`config.mk`:
```
export PLATFORM = sky130hd
export DESIGN_NAME = dds_key_ctrl
export DESIGN_NICKNAME = d
export VERILOG_FILES = /design/src/rtl/dds_pkg.sv /design/src/rtl/ftw_sat_addsub.sv /design/src/rtl/dds_key_ctrl.sv
export SDC_FILE = /design/constraint.sdc
export NUM_CORES = 1
export LEC_CHECK = 0
export CAP_MARGIN = 20
export CORE_AREA = 4 4 125 127
export CTS_CLUSTER_DIAMETER = 80
export DETAILED_ROUTE_END_ITERATION = 10
export DIE_AREA = 0 0 129 131
export PLACE_DENSITY = 0.55
export SKIP_CTS_REPAIR_TIMING = 1
export SYNTH_ARGS = -nofsm -noshare
export SYNTH_HDL_FRONTEND = slang
export SYNTH_SLANG_ARGS = --single-unit
export TNS_END_PERCENT = 20
```
`constraint.sdc`:
```
create_clock -name clk -period 6.7 [get_ports clk]
set_clock_uncertainty 0.2 [all_clocks]
set_input_delay 1.675 -clock clk [delete_from_list [all_inputs] [get_ports clk]]
set_output_delay 1.675 -clock clk [all_outputs]
set_load 0.02 [all_outputs]
```
`src/rtl/dds_pkg.sv`:
```
// Shared constants and types for the DDS key controller: tuning-word step
// table, clamp bounds, waveform and FSM encodings.
package dds_pkg;

    localparam logic [31:0] FTW_MIN      = 32'd86;
    localparam logic [31:0] FTW_MAX      = 32'd858993459;
    localparam logic [2:0]  STEP_IDX_RST = 3'd3;
    localparam logic [2:0]  STEP_IDX_MAX = 3'd5;

    typedef enum logic [1:0] {
        WaveSine     = 2'd0,
        WaveSquare   = 2'd1,
        WaveTriangle = 2'd2,
        WaveSaw      = 2'd3
    } wave_e;

    typedef enum logic [1:0] {
        StIdle = 2'd0,
        StCalc = 2'd1,
        StSend = 2'd2
    } state_e;

    typedef enum logic [2:0] {
        OpWave  = 3'd0,
        OpStep  = 3'd1,
        OpUp    = 3'd2,
        OpDown  = 3'd3,
        OpCombo = 3'd4
    } op_e;

    // Tuning-word increment for each step index, 1 Hz .. 100 kHz at 50 MHz.
    function automatic logic [31:0] step_of(input logic [2:0] idx);
        logic [31:0] val;
        case (idx)
            3'd0:    val = 32'd86;
            3'd1:    val = 32'd859;
            3'd2:    val = 32'd8590;
            3'd3:    val = 32'd85899;
            3'd4:    val = 32'd858993;
            3'd5:    val = 32'd8589935;
            default: val = 32'd86;
        endcase
        return val;
    endfunction

endpackage

```
`src/rtl/ftw_sat_addsub.sv`:
```
// Combinational saturating add/subtract of tuning words, clamped to [lo, hi].
module ftw_sat_addsub #(
    parameter int unsigned W = 32
) (
    input  logic [W-1:0] a,
    input  logic [W-1:0] b,
    input  logic         sub,
    input  logic [W-1:0] lo,
    input  logic [W-1:0] hi,
    output logic [W-1:0] y
);

    // One extra bit so neither the sum nor the lower bound test can wrap.
    logic [W:0] sum;
    logic [W:0] sub_floor;

    assign sum       = {1'b0, a} + {1'b0, b};
    assign sub_floor = {1'b0, b} + {1'b0, lo};

    // Select the clamped result for the requested direction.
    always_comb begin
        y = a;
        if (!sub) begin
            y = (sum > {1'b0, hi}) ? hi : sum[W-1:0];
        end else begin
            y = ({1'b0, a} < sub_floor) ? lo : (a - b);
        end
    end

endmodule

```
`src/rtl/dds_key_ctrl.sv`:
```
// Key-driven configuration controller for a DDS core. Key presses are latched
// into pending flags, serviced one per IDLE -> CALC -> SEND pass, and offered
// to the core with a valid/ready handshake.
// Optional build macro DDS_KEY_COMBO_RESET_EN: up+down pending together
// restores the default tuning word and step in a single transaction.
module dds_key_ctrl
    import dds_pkg::*;
#(
    parameter int unsigned      FTW_W       = 32,
    parameter logic [FTW_W-1:0] FTW_DEFAULT = 32'd85899
) (
    input  logic             clk,
    input  logic             rst,
    input  logic             key_wave_p,
    input  logic             key_up_p,
    input  logic             key_down_p,
    input  logic             key_step_p,
    input  logic             cfg_ready,
    output logic             cfg_valid,
    output logic [1:0]       wave_sel,
    output logic [FTW_W-1:0] ftw,
    output logic [2:0]       step_idx
);

    // Pending flag bit positions.
    localparam int unsigned PWave = 0;
    localparam int unsigned PStep = 1;
    localparam int unsigned PUp   = 2;
    localparam int unsigned PDown = 3;

    state_e           state_q;
    op_e              op_q;
    op_e              op_sel;
    logic [3:0]       pend_q;
    logic [3:0]       pend_clr;
    logic [3:0]       clr_eff;
    logic [3:0]       key_pulses;
    wave_e            wave_q;
    logic [2:0]       step_q;
    logic [FTW_W-1:0] ftw_q;
    logic [FTW_W-1:0] ftw_calc;
    logic             valid_q;

    assign key_pulses = {key_down_p, key_up_p, key_step_p, key_wave_p};

    // Pick the highest-priority pending request and the flags it consumes.
    always_comb begin
        op_sel   = OpWave;
        pend_clr = '0;
        if (pend_q[PWave]) begin
            op_sel          = OpWave;
            pend_clr[PWave] = 1'b1;
        end else if (pend_q[PStep]) begin
            op_sel          = OpStep;
            pend_clr[PStep] = 1'b1;
`ifdef DDS_KEY_COMBO_RESET_EN
        end else if (pend_q[PUp] && pend_q[PDown]) begin
            op_sel          = OpCombo;
            pend_clr[PUp]   = 1'b1;
            pend_clr[PDown] = 1'b1;
`endif
        end else if (pend_q[PUp]) begin
            op_sel        = OpUp;
            pend_clr[PUp] = 1'b1;
        end else if (pend_q[PDown]) begin
            op_sel          = OpDown;
            pend_clr[PDown] = 1'b1;
        end
    end

    // Flags are only consumed when IDLE actually dispatches a request.
    assign clr_eff = (state_q == StIdle) ? pend_clr : 4'b0000;

    ftw_sat_addsub #(
        .W (FTW_W)
    ) u_sat (
        .a   (ftw_q),
        .b   (FTW_W'(step_of(step_q))),
        .sub (op_q == OpDown),
        .lo  (FTW_W'(FTW_MIN)),
        .hi  (FTW_W'(FTW_MAX)),
        .y   (ftw_calc)
    );

    // Controller FSM with pending flags and registered configuration outputs.
    always_ff @(posedge clk) begin
        if (rst) begin
            state_q <= StIdle;
            op_q    <= OpWave;
            pend_q  <= '0;
            valid_q <= 1'b0;
            wave_q  <= WaveSine;
            step_q  <= STEP_IDX_RST;
            ftw_q   <= FTW_DEFAULT;
        end else begin
            // A press landing in the service cycle re-arms its flag.
            pend_q <= (pend_q & ~clr_eff) | key_pulses;
            case (state_q)
                StIdle: begin
                    if (|pend_q) begin
                        op_q    <= op_sel;
                        state_q <= StCalc;
                    end
                end
                StCalc: begin
                    case (op_q)
                        OpWave: wave_q <= wave_e'(wave_q + 2'd1);
                        OpStep: step_q <= (step_q == STEP_IDX_MAX) ? 3'd0 : step_q + 3'd1;
                        OpUp,
                        OpDown: ftw_q <= ftw_calc;
                        OpCombo: begin
                            ftw_q  <= FTW_DEFAULT;
                            step_q <= STEP_IDX_RST;
                        end
                        default: ;
                    endcase
                    // Offered even when saturation left the word unchanged.
                    valid_q <= 1'b1;
                    state_q <= StSend;
                end
                StSend: begin
                    if (cfg_ready) begin
                        valid_q <= 1'b0;
                        state_q <= StIdle;
                    end
                end
                default: begin
                    valid_q <= 1'b0;
                    state_q <= StIdle;
                end
            endcase
        end
    end

    assign cfg_valid = valid_q;
    assign wave_sel  = wave_q;
    assign ftw       = ftw_q;
    assign step_idx  = step_q;

endmodule

```
==> results of run 1 <==
[cells in the mapped netlist (11+ instances only)]
library cell	number
nor2_1	85
a21oi_1	72
o21ai_0	68
ha_1	56
inv_1	53
nand2_1	52
dfxtp_1	46
clkbuf_1	28
nand3_1	24
nor3_1	22
xnor2_1	20
a21o_1	16
a31oi_1	14
buf_2	12
nor4_1	12
o211ai_1	12
xor2_1	12
a211oi_1	11
nor2b_1	11
[worst paths after layout]
| check | from | to | slack [ns] | depth (start not counted) |
|---|---|---|---|---|
| setup / recovery | step_idx[0] | ftw[10] | 0.42 | 19 |
| hold / removal | cfg_valid | cfg_valid | 0.28 | 1 |
| setup reg to reg | step_idx[0] | ftw[10] | 0.42 | 19 |
| hold reg to reg | cfg_valid | cfg_valid | 0.28 | 1 |
[layout by cell type, fill, tap and decap left out, drive strengths merged, types with 5 or more instances in the layout]
cell type      synthesis  final
o21ai                 79     79
a211oi                12     12
o21a                   7      7
nor2b                 11     11
o21bai                 9      9
ha                    56     56
clkdlybuf4s50          0     44
inv                   53     54
clkbuf                28      5
o211ai                14     14
a21o                  16     16
a21oi                 76     76
o31ai                  5      5
nand2                 53     53
a221oi                 5      5
or3                    9      9
nor3                  22     22
nand2b                10     10
or2                    9      9
nor2                  85     85
dfxtp                 46     46
a31oi                 14     14
xor2                  12     12
nor4                  12     12
a221o                  8      8
nand3                 25     25
and3                   7      7
buf                   18      6
xnor2                 20     20
[flip-flops by register name, summed over array words and instances, names as in the netlist]
register and count:
cfg_valid 1, wave_sel 2, op_q 2, pend_q 4, state_q 2, ftw 32, step_idx 3
[area by class of cell]
type,instances,area share
Multi-Input combinational cell,658,0.6909
Sequential cell,46,0.1432
Timing Repair Buffer,50,0.07549
Tap cell,184,0.03580
Inverter,53,0.03093
Clock buffer,5,0.01946
Clock inverter,3,0.003891
Antenna cell,1,0.0003891
[worst reg2reg max path, delay by kind of cell (launching register included)]
| kind | cells | cell delay [ns] |
|---|---|---|
| fa+ha+maj | 2 | 1.01 |
| flops | 1 | 0.65 |
| xor+xnor | 1 | 0.21 |
| buf+inv | 1 | 0.19 |
| compound gates | 9 | 2.49 |
| simple gates | 6 | 1.44 |
[per-layer routing]
| metal | vias up | wire [µm] | track usage |
|---|---|---|---|
| met5 | - | 0 | 0 |
| met2 | 231 | 9530 | 0.3988 |
| met4 | 0 | 587 | 0.09080 |
| met1 | 3010 | 9637 | 0.3402 |
| li1 | 2976 | - | - |
| met3 | 40 | 1207 | 0.03089 |
[power groups by stage]
stage	clock network (µW)	logic [µW]	registers, µW
floorplan	0	519	318
global placement	0	719	315
detailed placement	0	719	316
CTS	288	725	309
global route	299	806	312
finish	279	742	309
[logic make-up (layout without fill, tap and decap cells)]
group / Yosys count / count (layout) / synth area share
AO/OA/AOI/OAI: 300 / 300 / 0.3617
AND/OR/NAND/NOR: 265 / 265 / 0.2270
buffers and inverters: 99 / 111 / 0.06974
adder cells (fa/ha/maj): 58 / 58 / 0.1286
flip-flops: 46 / 46 / 0.1599
XOR/XNOR: 32 / 32 / 0.04866
multiplexers: 2 / 2 / 0.003693
other: 1 / 2 / 0.0006511
[through the flow]
step / setup WS, ns / util / area [µm²] / cells
floorplan: 1.671 / - / 5759 / 803
global placement: 0.7949 / 0.4353 / 6279 / 991
detailed placement: 0.6357 / 0.4353 / 6279 / 991
CTS: 0.5991 / 0.4457 / 6429 / 999
global route: 0.01044 / 0.4457 / 6429 / 999
finish: 0.4249 / 0.4459 / 6431 / 1000
==> qor.csv, run 1 <==
stage;metric;value;unit
worst_setup_path;crit_family;compound AO/OA/AOI/OAI gates;
die;die_w;129;µm
power_and_ir_drop;p_per_area;206.8;nW/µm²
power_and_ir_drop;p_switching;624.3;µW
finish;fin_nets;879;
power_and_ir_drop;p_comb_frac;0.558;
routing;ant_nets;0;
worst_setup_path;cp-start-kind;flip-flop;
routing;wire_per_inst;20.96;µm
worst_setup_path;crit_path_cell_trace;and2_1, ha_1, nand2_1, o21ai_0, o21ai_0, inv_1, nor2_1, ha_1, nand4_1, a21oi_2, a31oi_1, o21ai_1, nand3_1, xnor2_1, or3b_1, a31o_4, o21ai_2, o21ai_0, a221o_1;
worst_setup_path;cpMostUsedCell;o21ai_0;
clock_tree;htree_levels;2;
yosys;syn_area;5759;µm²
die;initial_utilization;0.3993;
clock_tree;cts_tree;built;
die;die_area;16900;µm²
finish;multi_input_area;4443;µm²
finish;area_delta_synth_final;11.67;%
die;core_area;14420;µm²
global_routing;gr-usage-all-layers;0.2476;
yosys;async_flop_share;0;
sta;rsz0062_at_grt;false;
yosys;synth_top_area_frac;0.1599;
sta;period_share;0.9366;
sta;period_minus_slack;6.275;ns
yosys;ys_seq_area_frac;0.1599;
status;status;finished clean;
routing;firstDrtPassIters;5;
sta;drv_slew;0;
global_routing;grt_pass1_vias;5890;
power_and_ir_drop;leakage;0.002624;µW
power_and_ir_drop;ir_drop;90.72;µV
routing;drcViolationCount;0;
routing;drt_wl_total;20.96;mm
worst_setup_path;worst-path-buf-inv;1;
die;rows;44;
global_routing;grt_overflow_total;0;
yosys;synth-edff-count;0;
global_routing;grt_pass1_wl;32.75;mm
power_and_ir_drop;finalPower;1330;µW
routing;vias_per_cell;6.257;
power_and_ir_drop;p_int;705.7;µW
yosys;syn-mean-instance-area;7.172;µm²
clock_tree;clkLatencyLatePin;0.31;ns
sta;relSlewSlack;0.3234;
yosys;yosysWarnings;0;
yosys;yosys-top-cells-area;dfxtp_1, ha_1, a21oi_1;
die;ioPinCount;45;
finish;drive_gt1_frac;0.06380;
worst_setup_path;end_kind;flip-flop;
power_and_ir_drop;clockPowerShare;0.210;
hold_path;hold_class;flip-flop to flip-flop;
yosys;ys_types;91;
sta;tightest_slew;1.011;ns
worst_setup_path;cp.arrival;6.28;ns
yosys;syn_nets;868;
clock_tree;cts_made_buffers;5;
worst_setup_path;crit_type;flip-flop to flip-flop;
finish;regArea;920.9;µm²
run;cap_violations;0;
clock_tree;cts.clk_slew.worst_paths;0.08;ns
sta;fin_hold_ws;0.2839;ns
routing;first_iter_violations;593;
clock_tree;clk_path_buf_depth;2;
clock_tree;clock_sinks;46;
yosys;ys.flop_type;dfxtp_1;
worst_setup_path;slowest_delay;0.65;ns
global_routing;grt_max_degree;30;
sta;hold_viol_final;0;
worst_setup_path;required;6.70;ns
power_and_ir_drop;sw_frac_of_total;0.4694;
finish;final.fill_count;1496;
place;gp_congestion;1.001;
clock_tree;root_buffer;clkbuf_16;
sta;setup_viol_count_final;0;
yosys;ys_ff_latch;46;
yosys;syn_inst;803;
global_routing;grt_antenna_before_repair;0;
place;portBuffers;44;
sta;fmaxAchievable;159.4;MHz
die;die_h;131;µm
worst_setup_path;path_max_fanout;15;
routing;vias;6257;
power_and_ir_drop;seqPwrFrac;0.233;
yosys;synth_top_area_cell;dfxtp_1;
place;hpwl;15.60;mm
worst_setup_path;critPathSlowestCell;dfxtp_1;
sta;fin_setup_tns;0;ns
(Power assumes the default switching activity.)
==> inputs of run 2 (changes only) <==
HOLD_SLACK_MARGIN = 0.02   (was not set)
SLEW_MARGIN = 20   (was not set)
==> results of run 2 <==
Same layout as run 1: the final DEF is identical, and so are final timing and power.
